File: src/rtl/if_stage.sv
// rtl/if_stage.sv - instruction fetch stage: PC owner, single-outstanding imem handshake, redirect squash
module if_stage #(
    parameter logic [63:0] RESET_PC      = 64'h0000_0000_8000_0000,
    parameter int          FETCH_TIMEOUT = 256
) (
    input  logic        clk,
    input  logic        rst,
    input  logic        pc_redirect_ena,
    input  logic [63:0] pc_redirect_addr,
    input  logic        stall,
    output logic        if_valid,
    output logic [63:0] if_addr,
    input  logic        if_ready,
    input  logic        if_rvalid,
    input  logic [31:0] if_rdata,
    output logic [31:0] inst,
    output logic        inst_ready,
    output logic [63:0] pc,
    output logic        fetch_err
);

    localparam int          TW      = $clog2(FETCH_TIMEOUT);
    localparam logic [TW-1:0] TMO_MAX = TW'(FETCH_TIMEOUT - 1);

    typedef enum logic [1:0] {
        S_REQ  = 2'd0,
        S_WAIT = 2'd1,
        S_HOLD = 2'd2
    } state_t;

    state_t        state_q, state_d;
    logic [63:0]   pc_q, pc_d;
    logic [31:0]   inst_q, inst_d;
    logic          inst_ready_q, inst_ready_d;
    logic          fetch_err_q, fetch_err_d;
    logic          drop_q, drop_d;
    logic [63:0]   pend_q, pend_d;
    logic [TW-1:0] tmo_cnt_q, tmo_cnt_d;
    logic [63:0]   tgt;

    assign tgt        = pc_redirect_addr & ~64'h3;
    assign if_valid   = (state_q == S_REQ);
    assign if_addr    = pc_q;
    assign inst       = inst_q;
    assign inst_ready = inst_ready_q;
    assign pc         = pc_q;
    assign fetch_err  = fetch_err_q;

    always_comb begin
        state_d      = state_q;
        pc_d         = pc_q;
        inst_d       = inst_q;
        inst_ready_d = inst_ready_q;
        fetch_err_d  = fetch_err_q;
        drop_d       = drop_q;
        pend_d       = pend_q;
        tmo_cnt_d    = tmo_cnt_q;
        case (state_q)
            S_REQ: begin
                if (if_ready) begin
                    state_d   = S_WAIT;
                    tmo_cnt_d = '0;
                    if (pc_redirect_ena) begin
                        drop_d = 1'b1;
                        pend_d = tgt;
                    end
                end else if (pc_redirect_ena) begin
                    pc_d = tgt;
                end
            end
            S_WAIT: begin
                if (tmo_cnt_q != TMO_MAX) tmo_cnt_d = tmo_cnt_q + TW'(1);
                if (if_rvalid) begin
                    // A redirect arriving with the response wins over both data and any pending target
                    if (pc_redirect_ena) begin
                        pc_d    = tgt;
                        drop_d  = 1'b0;
                        state_d = S_REQ;
                    end else if (drop_q) begin
                        pc_d    = pend_q;
                        drop_d  = 1'b0;
                        state_d = S_REQ;
                    end else begin
                        inst_d       = if_rdata;
                        inst_ready_d = 1'b1;
                        state_d      = S_HOLD;
                    end
                end else begin
                    if (tmo_cnt_q == TMO_MAX) fetch_err_d = 1'b1;
                    if (pc_redirect_ena) begin
                        drop_d = 1'b1;
                        pend_d = tgt;
                    end
                end
            end
            S_HOLD: begin
                if (pc_redirect_ena) begin
                    inst_ready_d = 1'b0;
                    pc_d         = tgt;
                    state_d      = S_REQ;
                end else if (!stall) begin
                    inst_ready_d = 1'b0;
                    pc_d         = pc_q + 64'd4;
                    state_d      = S_REQ;
                end
            end
            default: state_d = S_REQ;
        endcase
    end

    always_ff @(posedge clk) begin
        if (!rst) begin
            state_q      <= S_REQ;
            pc_q         <= RESET_PC;
            inst_q       <= '0;
            inst_ready_q <= 1'b0;
            fetch_err_q  <= 1'b0;
            drop_q       <= 1'b0;
            pend_q       <= '0;
            tmo_cnt_q    <= '0;
        end else begin
            state_q      <= state_d;
            pc_q         <= pc_d;
            inst_q       <= inst_d;
            inst_ready_q <= inst_ready_d;
            fetch_err_q  <= fetch_err_d;
            drop_q       <= drop_d;
            pend_q       <= pend_d;
            tmo_cnt_q    <= tmo_cnt_d;
        end
    end

endmodule

File: config.mk
export PLATFORM = sky130hd
export DESIGN_NAME = if_stage
export DESIGN_NICKNAME = d
export VERILOG_FILES = /design/src/rtl/if_stage.sv
export SDC_FILE = /design/constraint.sdc
export NUM_CORES = 1
export LEC_CHECK = 0
export ABC_AREA = 1
export BUFFER_PORTS_ARGS = -buffer_cell sky130_fd_sc_hd__clkbuf_2
export CORE_MARGIN = 3
export CORE_UTILIZATION = 45
export DETAILED_ROUTE_END_ITERATION = 10
export PLACE_DENSITY = 0.69
export SLEW_MARGIN = 20
export SYNTH_ARGS = -nofsm -noshare
export SYNTH_HDL_FRONTEND = slang
export SYNTH_SLANG_ARGS = --single-unit
File: constraint.sdc
create_clock -name clk -period 3.4 [get_ports clk]
set_input_delay 0.51 -clock clk [delete_from_list [all_inputs] [get_ports clk]]
set_output_delay 0.51 -clock clk [all_outputs]
set_load 0.005 [all_outputs]
* Yosys cells after proc, flatten, opt, wreduce, memory -nomap -nowiden
Index checks and enable logic that the tools add are counted.
** Cells by class
- $add $sub $neg :: 2
- Equality and inequality tests :: 14
- Multiplexer cells :: 32
- Bitwise operators :: 3
- Reduce and logical (&&, ||, !) cells :: 12
** Operator list (number)
- 64-bit 2-to-1 mux :: 10
- 64-bit case mux with 3 select lines :: 1
- 64-bit case mux with 2 select lines :: 1
- 64-bit by 3-bit adder with 64-bit output, second input constant :: 1
- 8-bit 2-to-1 mux :: 2
- 8-bit case mux with 2 select lines :: 1
- 2-bit inequality test, second input constant :: 7
- 2-bit 2-to-1 mux :: 6
- 3-bit AND reduction :: 4
- 8-bit by 1-bit adder with 8-bit output, second input constant :: 1
- 8-bit == test, second input constant :: 1
- 1-bit 2-to-1 mux :: 8
- 8-bit inequality test, second input constant :: 1
- 3-bit inequality test, second input constant :: 2
- 2-bit case mux with 3 select lines :: 1
- 6-bit AND reduction :: 1
- 5-bit AND reduction :: 1
- 1-bit case mux with 2 select lines :: 2
- 4-bit AND reduction :: 1
- 2-bit nonzero test :: 2
- 1-bit inverter :: 3
- 3-bit nonzero test :: 1
- 2-bit by 1-bit == test with 1-bit output, second input constant :: 1
- 2-bit == test, second input constant :: 1
- 3 further kinds :: 3
** Word-level totals
- Flip-flop bits (word level) :: 173
- Bits of input ports :: 102
- Output and inout bits :: 163
- Word-level logic and storage cells :: 71

* Depth between registers and ports, before layout
Gate-level depths: netlist of run 1.
- Depth in word-level cells :: 4
- Gate-level depth with buffers :: 14
- Depth with buffers taken out :: 14

* Worst setup path after synthesis of run 1
OpenSTA, ideal clock, no wires.
- Path type :: register -> register
- From :: reg state_q[1]
- To :: reg pc_q[59] (netlist: if_addr[59])
- Arrival time :: 1676 ps
- Required time :: 3277 ps
- Path slack :: 1601 ps
- Stages on the path, launching flop included :: 13
- Period minus slack after synthesis :: 1799 ps
- Cells stage by stage :: dfxtp_1 > inv_1 > ha_1 > buf_4 > inv_2 > or2_1 > nand2_1 > inv_2 > nand2_1 > buf_4 > buf_6 > a211oi_1 > a21oi_2
** On the way
- Word-level cells in the longest chain between the ends :: 3
- Elaborated cells between the ends (all ways) :: 11
- Classes of those cells :: eq/ne (7); mux (1); reduce/logical (3)
** Ends and longest elaborated chain
- start, declared :: RTL line 31 : state_t state_q, state_d;
- start signal, assigned :: RTL line 122 : state_q <= state_d;
- 2-bit by 1-bit == test with 1-bit output, or another cell as far along :: RTL line 58 : case (state_q)
- 3-bit inequality test (no source line), or another cell as far along
- 6-bit AND reduction (no source line)
- end signal, assigned :: RTL line 123 : pc_q <= pc_d;
- end, declared :: RTL line 32 : logic [63:0] pc_q, pc_d;
Several ways; a longest one is shown, not always the timed one.
A chain may end at the register's enable or synchronous reset.

* Final worst setup path of run 1
- From :: reg state_q[1]
- To :: reg pc_q[55] (netlist: if_addr[55])
Same word-level chain as after synthesis.

==> results of run 1 <==
power groups by stage:
stage          registers [uW]  logic, uW  clock network [uW]
3_5_place_dp             2780       1710                   0
3_3_place_gp             2760       1680                   0
4_1_cts                  2730       1720                2240
2_1_floorplan            2650       1260                   0
5_1_grt                  2790       1930                2300
6_report                 2740       1720                2210
flip-flops by register name, summed over array words and instances, names as in the netlist:
| register | count |
|---|---|
| tmo_cnt_q | 8 |
| inst_ready | 1 |
| inst | 32 |
| if_addr | 64 |
| pend_q | 64 |
| fetch_err | 1 |
| state_q | 2 |
| drop_q | 1 |
path summary, 6_finish.rpt:
kind	startpoint	end	slack [ns]	cells after the start
hold reg to reg	pend_q[0]	pend_q[0]	0.46	2
setup reg to reg	state_q[1]	if_addr[55]	1.11	11
hold / removal	if_rdata[29]	inst[29]	0.29	3
setup / recovery	state_q[1]	if_addr[55]	1.11	11
cells by family (layout without fill, tap and decap cells):
group	count (synthesis)	in the layout
xor+xnor	25	25
compound gates	458	458
flops	173	173
other cells	0	1
buf+inv	232	388
fa+ha+maj	6	6
simple gates	750	750
metrics by stage:
stage,utilization (%),total power (uW),hold slack [ns],setup slack [ns]
final,53.2,6670,0.294,1.11
after global routing,53.2,7020,0.302,0.875
after CTS,53.2,6690,0.279,1.11
after detailed placement,50.4,4480,0.452,1.13
after global placement,50.4,4450,0.448,1.16
after floorplan,-,3910,0.434,1.60
worst reg2reg max path: cells and delay by family (launching register included):
family	cells	cell delay (ns)
and+or+nand+nor	3	0.59
AOI/OAI and AO/OA	2	0.30
DFF	1	0.34
buffers and inverters	5	0.58
adders and majority gates	1	0.36
synth_stat cells, types with 4 or more instances:
| cell | number |
|---|---|
| sky130_fd_sc_hd__nor2_1 | 204 |
| sky130_fd_sc_hd__dfxtp_1 | 173 |
| sky130_fd_sc_hd__buf_6 | 4 |
| sky130_fd_sc_hd__inv_2 | 5 |
| sky130_fd_sc_hd__o21ai_0 | 195 |
| sky130_fd_sc_hd__nand3_1 | 38 |
| sky130_fd_sc_hd__nor2_4 | 5 |
| sky130_fd_sc_hd__buf_4 | 68 |
| sky130_fd_sc_hd__nand4_1 | 12 |
| sky130_fd_sc_hd__clkinv_1 | 5 |
| sky130_fd_sc_hd__or2_2 | 5 |
| sky130_fd_sc_hd__nand3b_1 | 4 |
| sky130_fd_sc_hd__o21bai_1 | 6 |
| sky130_fd_sc_hd__nand2_2 | 10 |
| sky130_fd_sc_hd__nand2_1 | 453 |
| sky130_fd_sc_hd__clkbuf_1 | 58 |
| sky130_fd_sc_hd__ha_1 | 6 |
| sky130_fd_sc_hd__xnor2_1 | 11 |
| sky130_fd_sc_hd__o21ai_1 | 6 |
| sky130_fd_sc_hd__inv_1 | 68 |
| sky130_fd_sc_hd__a211oi_1 | 46 |
| sky130_fd_sc_hd__buf_2 | 21 |
| sky130_fd_sc_hd__nor2_2 | 11 |
| sky130_fd_sc_hd__xor2_1 | 14 |
| sky130_fd_sc_hd__a21oi_1 | 126 |
| sky130_fd_sc_hd__a31oi_1 | 58 |
| sky130_fd_sc_hd__a221oi_1 | 11 |
per-layer routing:
| layer | wire [um] | GRT usage [%] | vias to the layer above |
|---|---|---|---|
| li1 | - | - | 5733 |
| met1 | 15400 | 35.6 | 5275 |
| met2 | 16400 | 44.0 | 508 |
| met3 | 2930 | 5.57 | 41 |
| met4 | 476 | 6.73 | 2 |
| met5 | 13 | 0 | - |
area by class of cell:
class | count | area, um2 | area share, %
clock inverters | 13 | 196 | 1.61
repair buffers | 278 | 1450 | 11.9
inverters | 78 | 294 | 2.42
diodes | 1 | 2.50 | 0.0206
clock buffers | 19 | 453 | 3.72
multi-input cells | 1239 | 5920 | 48.6
flip-flops and latches | 173 | 3460 | 28.5
well taps | 313 | 392 | 3.22
==> run summary, run 1 <==
The placed instances occupy a cell area of 11500 um2. Grouping stages by cell kind, the critical path spends the most delay in simple AND/OR/NAND/NOR gates. The layout overhead on the synthesized area is 15.3%. The post-synthesis share of cell area spent on full adders, half adders and majority gates came out at 0.711%. The biggest area contributor in the post-synthesis netlist is sky130_fd_sc_hd__dfxtp_1. The clock slew seen by the registers of the worst setup and hold paths is 0.07 ns, and the fill cell total of the finished layout is 2332. The weighted congestion at the end of routability-driven global placement was 0.949; the placed wire-length estimate was 24.6 mm. The post-synthesis share of cell area spent on and, or, nand and nor gates came out at 28.9%.

The number of max-slew violations in the final report is 0. The count of unresolved DRC violations after routing was 0; the via count of the first global-routing pass was 10571. The upper clock frequency limit was 436 MHz; the effective utilization at floorplan was 46.2%.

The proportion of layout cells with a drive suffix above 1 works out to 19.6%. For the hold violation count in the final report, the log shows 0. For the first-pass GRT wire length, the log shows 55.8 mm. Per report_power, the combinational group accounts for 25.8% of the total. The number of setup violations in the final report was 0; the via count normalized by instance count was 5.47. The cell occurring most often along the worst timing path is sky130_fd_sc_hd__inv_2.

Fraction of registers with async set/reset: 0%. For the warning count from the yosys run, the log shows 0. The count of nets left with antenna violations once routing finished came out at 0. The deepest clock path buffer count is 2, and the net switching power is 2380 uW. The floorplan step defined a die boundary enclosing 25300 um2. For this run the aggregate overflow at the end of global routing stands at 0. For the total clock sinks, the log shows 173. The initialized floorplan defines 55 standard-cell rows.

The flow ran to the end, and the final reports show no timing, DRC or antenna violations. Leaving out filler cells and counting taps, the final layout contains 2114. The top cell types in the final layout, fill and taps aside, are sky130_fd_sc_hd__nand2_1 (451), sky130_fd_sc_hd__clkbuf_2 (261), sky130_fd_sc_hd__nor2_1 (203).

The flop and latch count out of synthesis is 173, and the die height is 159 um. The library cell contributing the largest single delay on the critical path is sky130_fd_sc_hd__ha_1. At the later pin of the worst-skew pair, clock insertion delay measures 0.43 ns.

For the count of nets after finishing, the log shows 1895. For the final design area excluding fillers, the log shows 12200 um2. The library cell used most frequently in the layout, excluding fill and tap cells, is sky130_fd_sc_hd__nand2_1. Across the run, the number of max-cap violations was 0. The tools report the buffers inserted during post-CTS setup optimization as 0.

The launching element type of the critical path was a register. Buffers inserted during clock tree synthesis total 17. The critical path contains buffers and inverters numbering 5 combined.

After detailed routing, the average wire length per cell comes to 16.6 um. For the leakage power, the log shows 0.00516 uW. For this run, the detailed router's first-pass iteration total came to 7.

The number of nets handed over by synthesis was 1752. In this run switching power makes up 35.7% of total power. The worst path uses 67.5% of the clock period.

The transition time of the tightest slew-check pin came out at 0.984 ns. CTS placed an instance of sky130_fd_sc_hd__clkbuf_16 at the clock tree root. The tools report the number of antenna violations at the first check in global routing as 2.

The peak per-stage delay on the critical path is 0.36 ns, and the overall fraction of global-route tracks in use is 26.6%. The share of total power dissipated in sequential elements is 41.1%. STA classifies the critical path endpoint as a register.

The number of different library cells in the post-synthesis netlist was 42. In the post-synthesis netlist, the biggest area contributors are sky130_fd_sc_hd__dfxtp_1 (33%), sky130_fd_sc_hd__nand2_1 (16%), sky130_fd_sc_hd__o21ai_0 (9.2%). 265 I/O pins were placed. For the worst clock skew, the log shows 0.00971 ns. Along the worst path, the maximum fanout reaches 38.

Measured against its own limit, the worst slew margin works out to 34.3%. The fraction of the mapped netlist area in compound gates is 24.3%, and the pin count of the biggest net entering global routing is 109. The number of gates resized after CTS was 0. The run gives 35.2 mm as the wire length after detailed routing. The floorplan step set the die width to 159 um. The floorplan step defined a core boundary enclosing 22800 um2. For the largest vdd supply drop, the log shows 0.000385 V.

The number of synthesized flops with an enable pin was 0. For this block, the initial DRC count from the detailed router was 1050. For this run, the leading register cell type out of synthesis is sky130_fd_sc_hd__dfxtp_1. The signal on the critical path passes through inv_1, ha_1, inv_2, or2_1, nand2_1, inv_2, nand2_2, inv_2, buf_4, o21ai_0, a21oi_1.

Data arrival time of the worst path: 2.61 ns. The share of synthesized area spent on multiplexers came out at 0%. The internal power of the cells totals 4290 uW.

Input and output buffers added on the ports amount to 262. The number of instances in the synthesized netlist was 1644. For the cell count after placement, the log shows 2081. STA puts the critical path data required time at 3.72 ns. The clock network is responsible for 33.2% of the overall power. The synthesized area per cell came out at 6.42 um2. The fraction of the yosys area taken by sequential cells came out at 32.8%. After synthesis, the largest family of logic cells by area is simple AND/OR/NAND/NOR gates. The H-tree was split into 4 levels. The cts-stage hold buffer count was 0. The count of vias placed by the detailed router is 11559.

Summing the areas of all xor and xnor instances in the mapped netlist gives 2.07% of the synthesized area. The area of the mapped netlist came out at 10600 um2. Dividing total power by cell area gives a power density of 548 nW/um2.

The class of the tightest hold or removal check is in -> reg. Type of the worst setup path: reg -> reg. After routing, the total negative slack on setup checks comes to 0 ns. Summed over its instances, the top area cell type makes up 32.8% of the synthesized netlist area. Setup repair after global routing left no endpoint under its margin.

TritonCTS built the clock tree. Counting I/O delays and the setup requirement, the final critical path takes 2.29 ns.
(Power assumes the default switching activity.)
==> run 2: changes to the inputs <==
Settings changed: ABC_AREA 1 to 0, PLACE_DENSITY 0.69 to 0.73.
Clock period 3.4 ns to 1.95 ns, I/O delays scaled along.
==> run summary, run 2 <==
The logs give 3510 um2 for the area used by sequential logic in the layout and 0.000582 V for the largest vdd supply drop. The type of the worst setup path is reg -> reg. Detailed routing inserted a total of 11865 vias. Summed over all layers, the global routing overflow is 0.

In this run the deepest clock path goes through 2 buffers. Detailed placement ended at an HPWL of 26.5 mm. The run gives 0 as the number of antenna violations at the first check in global routing.

Minimum setup slack after placement: -0.240 ns. For this run, the share of the core covered by cells in the final layout is 65.7%. The capture instance of the worst register-to-register path was if_addr[63]. The floorplan row count came out at 53. The tools report the kind of end point of the critical path as a register.

The hold violation count in the final report is 0. In this run the worst setup path begins at state_q[0]. Peak fanout along the critical path: 8. The most used flip-flop cell after synthesis is sky130_fd_sc_hd__dfxtp_1. In the post-synthesis netlist, the cell with the most instances is sky130_fd_sc_hd__nand2_1.

Setup repair after global routing could not meet its margin everywhere. Worst-case setup margin in the final layout: -0.137 ns. Via count of the first global-routing pass: 10933. The run gives 0 as the number of max-slew violations in the final report. STA classifies the critical path startpoint as a register.

During synthesis, Yosys emitted a total of 0 warnings. The area of the mapped netlist is 9800 um2, and the number of I/O port buffers is 262. In this run the static leakage power is 0.00598 uW. The total clock sinks is 173. Across all register-to-register paths, the minimum setup slack is -0.14 ns.

The tools report the fraction of the yosys area taken by sequential cells as 35.3%. After synthesis, the share of flip-flops with an asynchronous set or reset is 0%. The final reports fail on setup timing. The tools report the number of top-level pins as 265.

Summing all multi-input logic gate instances after layout gives 5930 um2. The H-tree was split into 4 levels. The final critical-path required period is 2.09 ns.

In this run the worst hold path is classified as in -> reg. The layout overhead on the synthesized area was 42.3%. Entering global routing, the biggest net connects 34 pins. For this design the ratio of total power to cell area is 767 nW/um2. The run gives 46.2% as the effective utilization at floorplan. TritonCTS built the clock tree. The flow ran to the end, but the final reports show violations.

The proportion of layout cells with a drive suffix above 1 is 39.0%, and the clock latency reported for the late side of the worst-skew pair is 0.45 ns. The tools report the worst-case headroom to the max-slew limit as 65.9%. Worst clock skew: 0.0133 ns.

Setup violations remaining at the end of the flow were counted as 29. The wire length after detailed routing is 38.2 mm. For the full die area, the log shows 23600 um2. Startpoint of the worst register-to-register path: state_q[0]. The number of instances in the synthesized netlist was 1303; the via count normalized by instance count was 6.06. The routed wirelength normalized by instance count came out at 19.5 um. For this run, design rule violations remaining after detail routing come to 0. The run gives 21200 um2 as the standard cell core area.

Ranked by instance count, the synthesized netlist is headed by sky130_fd_sc_hd__nand2_1 (249), sky130_fd_sc_hd__dfxtp_1 (173), sky130_fd_sc_hd__a21oi_1 (146). Die height: 154 um. Most common cell after layout, fill and taps aside: sky130_fd_sc_hd__clkbuf_2. The filler cells instantiated in the layout total 1785. The tools report the required time reported for the critical path endpoint as 2.27 ns.

The transition time of the tightest slew-check pin was 0.507 ns; the flop and latch count out of synthesis was 173. The portion of synthesized cell area occupied by the leading cell type is 35.3%, and the violation count after the first detailed-route iteration is 1253. The die extent in x was 154 um; the total iterations of the first detailed-routing run was 8. The library cells used most frequently in the layout, excluding fill and tap cells, are sky130_fd_sc_hd__clkbuf_2 (262), sky130_fd_sc_hd__nand2_1 (247), sky130_fd_sc_hd__buf_4 (207).

The number of different library cells in the post-synthesis netlist was 72. The detail route stage leaves a number of antenna-violating nets equal to 0. The antenna diode instance count came out at 0.

The root buffer cell was sky130_fd_sc_hd__clkbuf_16. The synthesized net count is 1411. The overall fraction of global-route tracks in use is 30.0%. The cell type with the largest total area after synthesis is sky130_fd_sc_hd__dfxtp_1. Data arrives at the worst endpoint at 2.41 ns. The run gives 17 as the number of clock buffers inserted by TritonCTS. Following the worst setup path forward leads to its endpoint at if_addr[63]. The synthesized area per cell is 7.52 um2, and the depth of the most critical reg-to-reg path is 9. The first global-routing pass estimated 57.4 mm of wire.

In this run, synthesis inferred 0 flip-flops with an integrated enable. The clock slew seen by the registers of the worst setup and hold paths is 0.08 ns, and the upper clock frequency limit is 479 MHz. Ranked by total cell area, the synthesized netlist is headed by sky130_fd_sc_hd__dfxtp_1 (35%), sky130_fd_sc_hd__nand2_1 (9.5%), sky130_fd_sc_hd__a21oi_1 (7.5%). The final worst-path cycle share was 107%; the count of nets after finishing was 1777. The logs give 0.954 for the weighted congestion at the end of routability-driven global placement and 0 for the max-cap violation count.
-- run 2: cell count changes in the layout (fill, tap and decap cells not counted), moves of 23 or more --
cell                       change
sky130_fd_sc_hd__a211oi_1     -39
sky130_fd_sc_hd__a31oi_1      -44
sky130_fd_sc_hd__buf_4       +191
sky130_fd_sc_hd__dfxtp_1      -23
sky130_fd_sc_hd__inv_1        -43
sky130_fd_sc_hd__nand2_1     -204
sky130_fd_sc_hd__nand4_1      +32
sky130_fd_sc_hd__nor2_1      -149
sky130_fd_sc_hd__o21ai_0     -138
-- run 2: how the worst min path moves through the flow --
stage / start / to / cells after the start
after floorplan: pc_redirect_addr[10] / pend_q[10] / 2
after global placement: inst[11] / inst[11] / 2
after detailed placement: inst[31] / inst[31] / 2
after CTS: if_rdata[20] / inst[20] / 3
after global routing: if_rdata[29] / inst[29] / 3
final: if_rdata[26] / inst[26] / 3
-- run 2: logic make-up (layout without fill, tap and decap cells) --
family / count (synthesis) / after routing / synth area share, %
multiplexers: 12 / 12 / 1.25
adder cells (fa/ha/maj): 6 / 6 / 0.766
XOR/XNOR: 17 / 17 / 1.52
AO/OA/AOI/OAI: 388 / 388 / 25.6
flip-flops: 173 / 173 / 35.3
buffers and inverters: 189 / 568 / 9.76
AND/OR/NAND/NOR: 518 / 518 / 25.8
-- run 2: layout make-up --
class | count | share of cell area (%)
clock inverter | 15 | 1.24
clock buffer | 17 | 3.05
sequential | 173 | 25.2
inverter | 29 | 0.861
multi-input combinational | 941 | 42.5
timing repair buffer | 507 | 24.7
tap | 275 | 2.47
-- run 2: through the flow --
stage | power, uW | hold WS (ns) | cell area, um2 | std cells | TNS (ns)
3_5_place_dp | 6910 | 0.446 | 12500 | 1885 | -4.76
5_1_grt | 11100 | 0.0436 | 13900 | 1957 | -5.66
4_1_cts | 10500 | 0.0460 | 13500 | 1936 | -0.232
2_1_floorplan | 5650 | 0.428 | 10000 | 1303 | -0.114
3_3_place_gp | 6870 | 0.442 | 12500 | 1885 | -3.70
6_report | 10700 | 0.0527 | 13900 | 1957 | -1.33
-- run 2: report_power, final --
group          internal, uW  total [uW]  switching, uW
registers              3830        4080            255
clock network          1740        3480           1740
logic                  1410        3130           1720
total                  6980       10700           3720
-- run 2: metal layers --
| metal | vias up | part of all wire (%) | GRT usage [%] |
|---|---|---|---|
| li1 | 5447 | - | - |
| met1 | 5509 | 39 | 38.4 |
| met2 | 766 | 46 | 48.0 |
| met3 | 143 | 9.9 | 6.11 |
| met4 | 0 | 4.7 | 15.1 |
| met5 | - | 0 | 0 |
-- run 2: repair_timing --
item,CTS,global route
gates cloned,2,1
setup buffers,18,22
hold buffers,0,0
pin swaps,39,40
gates resized for setup,54,68
setup endpoints to repair,65,72
-- run 2: worst max-delay path, cell delays in order, from the launching register on --
cell and delay [ns]:
sky130_fd_sc_hd__dfxtp_4 0.39, sky130_fd_sc_hd__inv_4 0.05, sky130_fd_sc_hd__ha_4 0.32, sky130_fd_sc_hd__buf_4 0.12, sky130_fd_sc_hd__inv_1 0.04, sky130_fd_sc_hd__buf_4 0.17
sky130_fd_sc_hd__a21oi_1 0.30, sky130_fd_sc_hd__nand4_1 0.15, sky130_fd_sc_hd__nor4_1 0.32, sky130_fd_sc_hd__nor3_1 0.09
==> run 3: changes to the inputs <==
Settings changed: RECOVER_POWER from default to 25.
==> run summary, run 3 (synthesized netlist as in run 2, its figures left out) <==
The worst-case IR drop observed on VDD is 0.000574 V. Once the floorplan was initialized, standard cells occupied 46.2% of the core. For the via count of the first global-routing pass, the log shows 10933.

For the hold violation count in the final report, the log shows 0. For the share of the core filled with cells in the final layout, the log shows 65.4%. The proportion of layout cells with a drive suffix above 1 was 37.0%. The floorplan has 53 rows. The power per cell area works out to 768 nW/um2.

The run gives 1810 as the fill cell total of the finished layout. After global routing the overflow that remains totals 0. In the layout the commonest cells are sky130_fd_sc_hd__nand2_1 (247), sky130_fd_sc_hd__clkbuf_2 (236), sky130_fd_sc_hd__buf_4 (200). The clock drives 173 sinks.

The number of max-slew violations in the final report was 0; the minimum setup slack after placement was -0.240 ns. Dividing the final minimum period by the clock period gives 107%. At the end of routability-driven placement, the weighted congestion stood at 0.954. The library cell used most frequently in the layout, excluding fill and tap cells, is sky130_fd_sc_hd__nand2_1. The total power of the final layout is 10700 uW, and the worst clock skew is 0.00999 ns. In the detailed route, the total length drawn on met2 is 17.6 mm. After legalization and detailed placement, the total HPWL measured 26.5 mm.

After the last flow step, the layout net total stands at 1777. The analysis attributes to cell leakage a power of 0.00586 uW. In this run the vertical extent of the chip is 154 um. The run gives 0 as the number of antenna violations at the first check in global routing. Routed signal wires occupy layers up through met4. At the pin with the least slew margin, the transition time is 0.433 ns. The cell sitting at the root of the clock tree is a sky130_fd_sc_hd__clkbuf_16.

In the routed design, unresolved DRC markers number 0. For the full die area, the log shows 23600 um2. In the detailed route, the total length drawn on met3 is 3.91 mm.

The tools report the cell count after placement as 1885. For the count of vias placed by the detailed router, the log shows 11892. Relative to the synthesized area, the layout overhead comes to 41.7%. The routed metal-1 wirelength is 14.8 mm. The via count normalized by instance count is 6.08, and the max-cap violation count is 0. Setup violations remaining at the end of the flow were counted as 31.

The number of I/O port buffers came out at 262. The worst pin sits at a relative slew slack of 70.9%. From left edge to right edge, the die measures 154 um. TritonCTS built the clock tree. The peak per-stage delay on the critical path is 0.39 ns, and the wire length after detailed routing is 38.1 mm. The worst path in the final design needs a cycle of 2.09 ns, including I/O delays and setup.

The repair_antennas step left the layout with diodes totalling 0. The cell occurring most often along the worst timing path is sky130_fd_sc_hd__buf_4. The flow ran to the end, but the final reports show violations. The critical path goes through inv_4, ha_4, buf_4, inv_1, buf_4, a21oi_1, nand4_1, nor4_1, nor3_1. Data arrives at the worst endpoint at 2.41 ns.

The logs give 21200 um2 for the standard cell core area and 1230 for the violation count after the first detailed-route iteration. Across every metal layer, demand over resource in global routing totals 30.0%. CTS built an H-tree with a depth of 4. Smallest hold slack: 0.0559 ns.

Timing would allow up to 478 MHz. Counting the buffers created by CTS gives 17. Broken down by cell family, the worst path's largest delay share belongs to simple AND/OR/NAND/NOR gates.

The clock latency reported for the late side of the worst-skew pair was 0.44 ns. In this run the worst hold path is classified as in -> reg. The tools report the first-pass GRT wire length as 57.4 mm. Setup repair after global routing could not meet its margin everywhere. The worst-case setup margin in the final layout was -0.143 ns. Once detail routing completed, the nets flagged for antenna violations numbered 0. The critical path is of the reg -> reg type. The critical path contains buffers and inverters numbering 4 combined. The total iterations of the first detailed-routing run came out at 6. The tools report the launching element type of the critical path as a register.

The finished layout holds 1957 standard cells, fillers aside. For the worst setup path, the data required time is 2.27 ns. For this design the top-level I/O count stands at 265. The kind of end point of the critical path is a register.

The checks that failed: setup timing. The clock slew seen by the registers of the worst setup and hold paths came out at 0.08 ns. Of all nets on the critical path, the largest fanout is 8. After detailed routing, the average wire length per cell comes to 19.5 um. The deepest clock path buffer count came out at 2. The largest individual stage delay along the critical path comes from the cell sky130_fd_sc_hd__dfxtp_4.

Entering global routing, the biggest net connects 34 pins.
[run 3: final timing paths]
path                     start           to  slack (ns)  depth (start not counted)
hold / removal    if_rdata[26]     inst[26]        0.06                          3
hold reg to reg       inst[31]     inst[31]        0.45                          2
setup reg to reg    state_q[0]  if_addr[63]       -0.14                          9
setup / recovery    state_q[0]  if_addr[63]       -0.14                          9
[run 3: routing by layer]
metal	vias to the layer above	global-route usage, %
met5	-	0
met4	0	15.1
met3	135	6.11
met2	768	48.0
met1	5552	38.4
li1	5437	-
[run 3: what timing repair did]
item                       CTS  global route
gates resized for setup     54            68
pin swaps                   39            40
setup endpoints to repair   65            72
buffers inserted            18            22
hold buffers                 0             0
cloned                       2             1
[run 3: cell type report]
| class | instances | area [um2] | area share [%] |
|---|---|---|---|
| Clock inverter | 15 | 173 | 1.24 |
| Timing Repair Buffer | 507 | 3390 | 24.4 |
| Inverter | 29 | 120 | 0.865 |
| Multi-Input combinational cell | 941 | 5930 | 42.7 |
| Tap cell | 275 | 344 | 2.48 |
| Clock buffer | 17 | 425 | 3.06 |
| Sequential cell | 173 | 3510 | 25.3 |
[run 3: per-stage QoR]
step	cell area (um2)	TNS (ns)
floorplan	10000	-0.114
global placement	12500	-3.70
detailed placement	12500	-4.76
CTS	13500	-0.232
global route	13900	-5.76
finish	13900	-1.35
[run 3: tightest hold or removal path, cell delays in order]
cell and delay (ns):
sky130_fd_sc_hd__clkbuf_2 0.08, sky130_fd_sc_hd__nand2_1 0.04, sky130_fd_sc_hd__a21oi_1 0.05
[run 3: power breakdown]
part / total (uW) / internal, uW / switching [uW]
registers: 4080 / 3830 / 254
clock network: 3470 / 1740 / 1740
logic: 3110 / 1400 / 1720
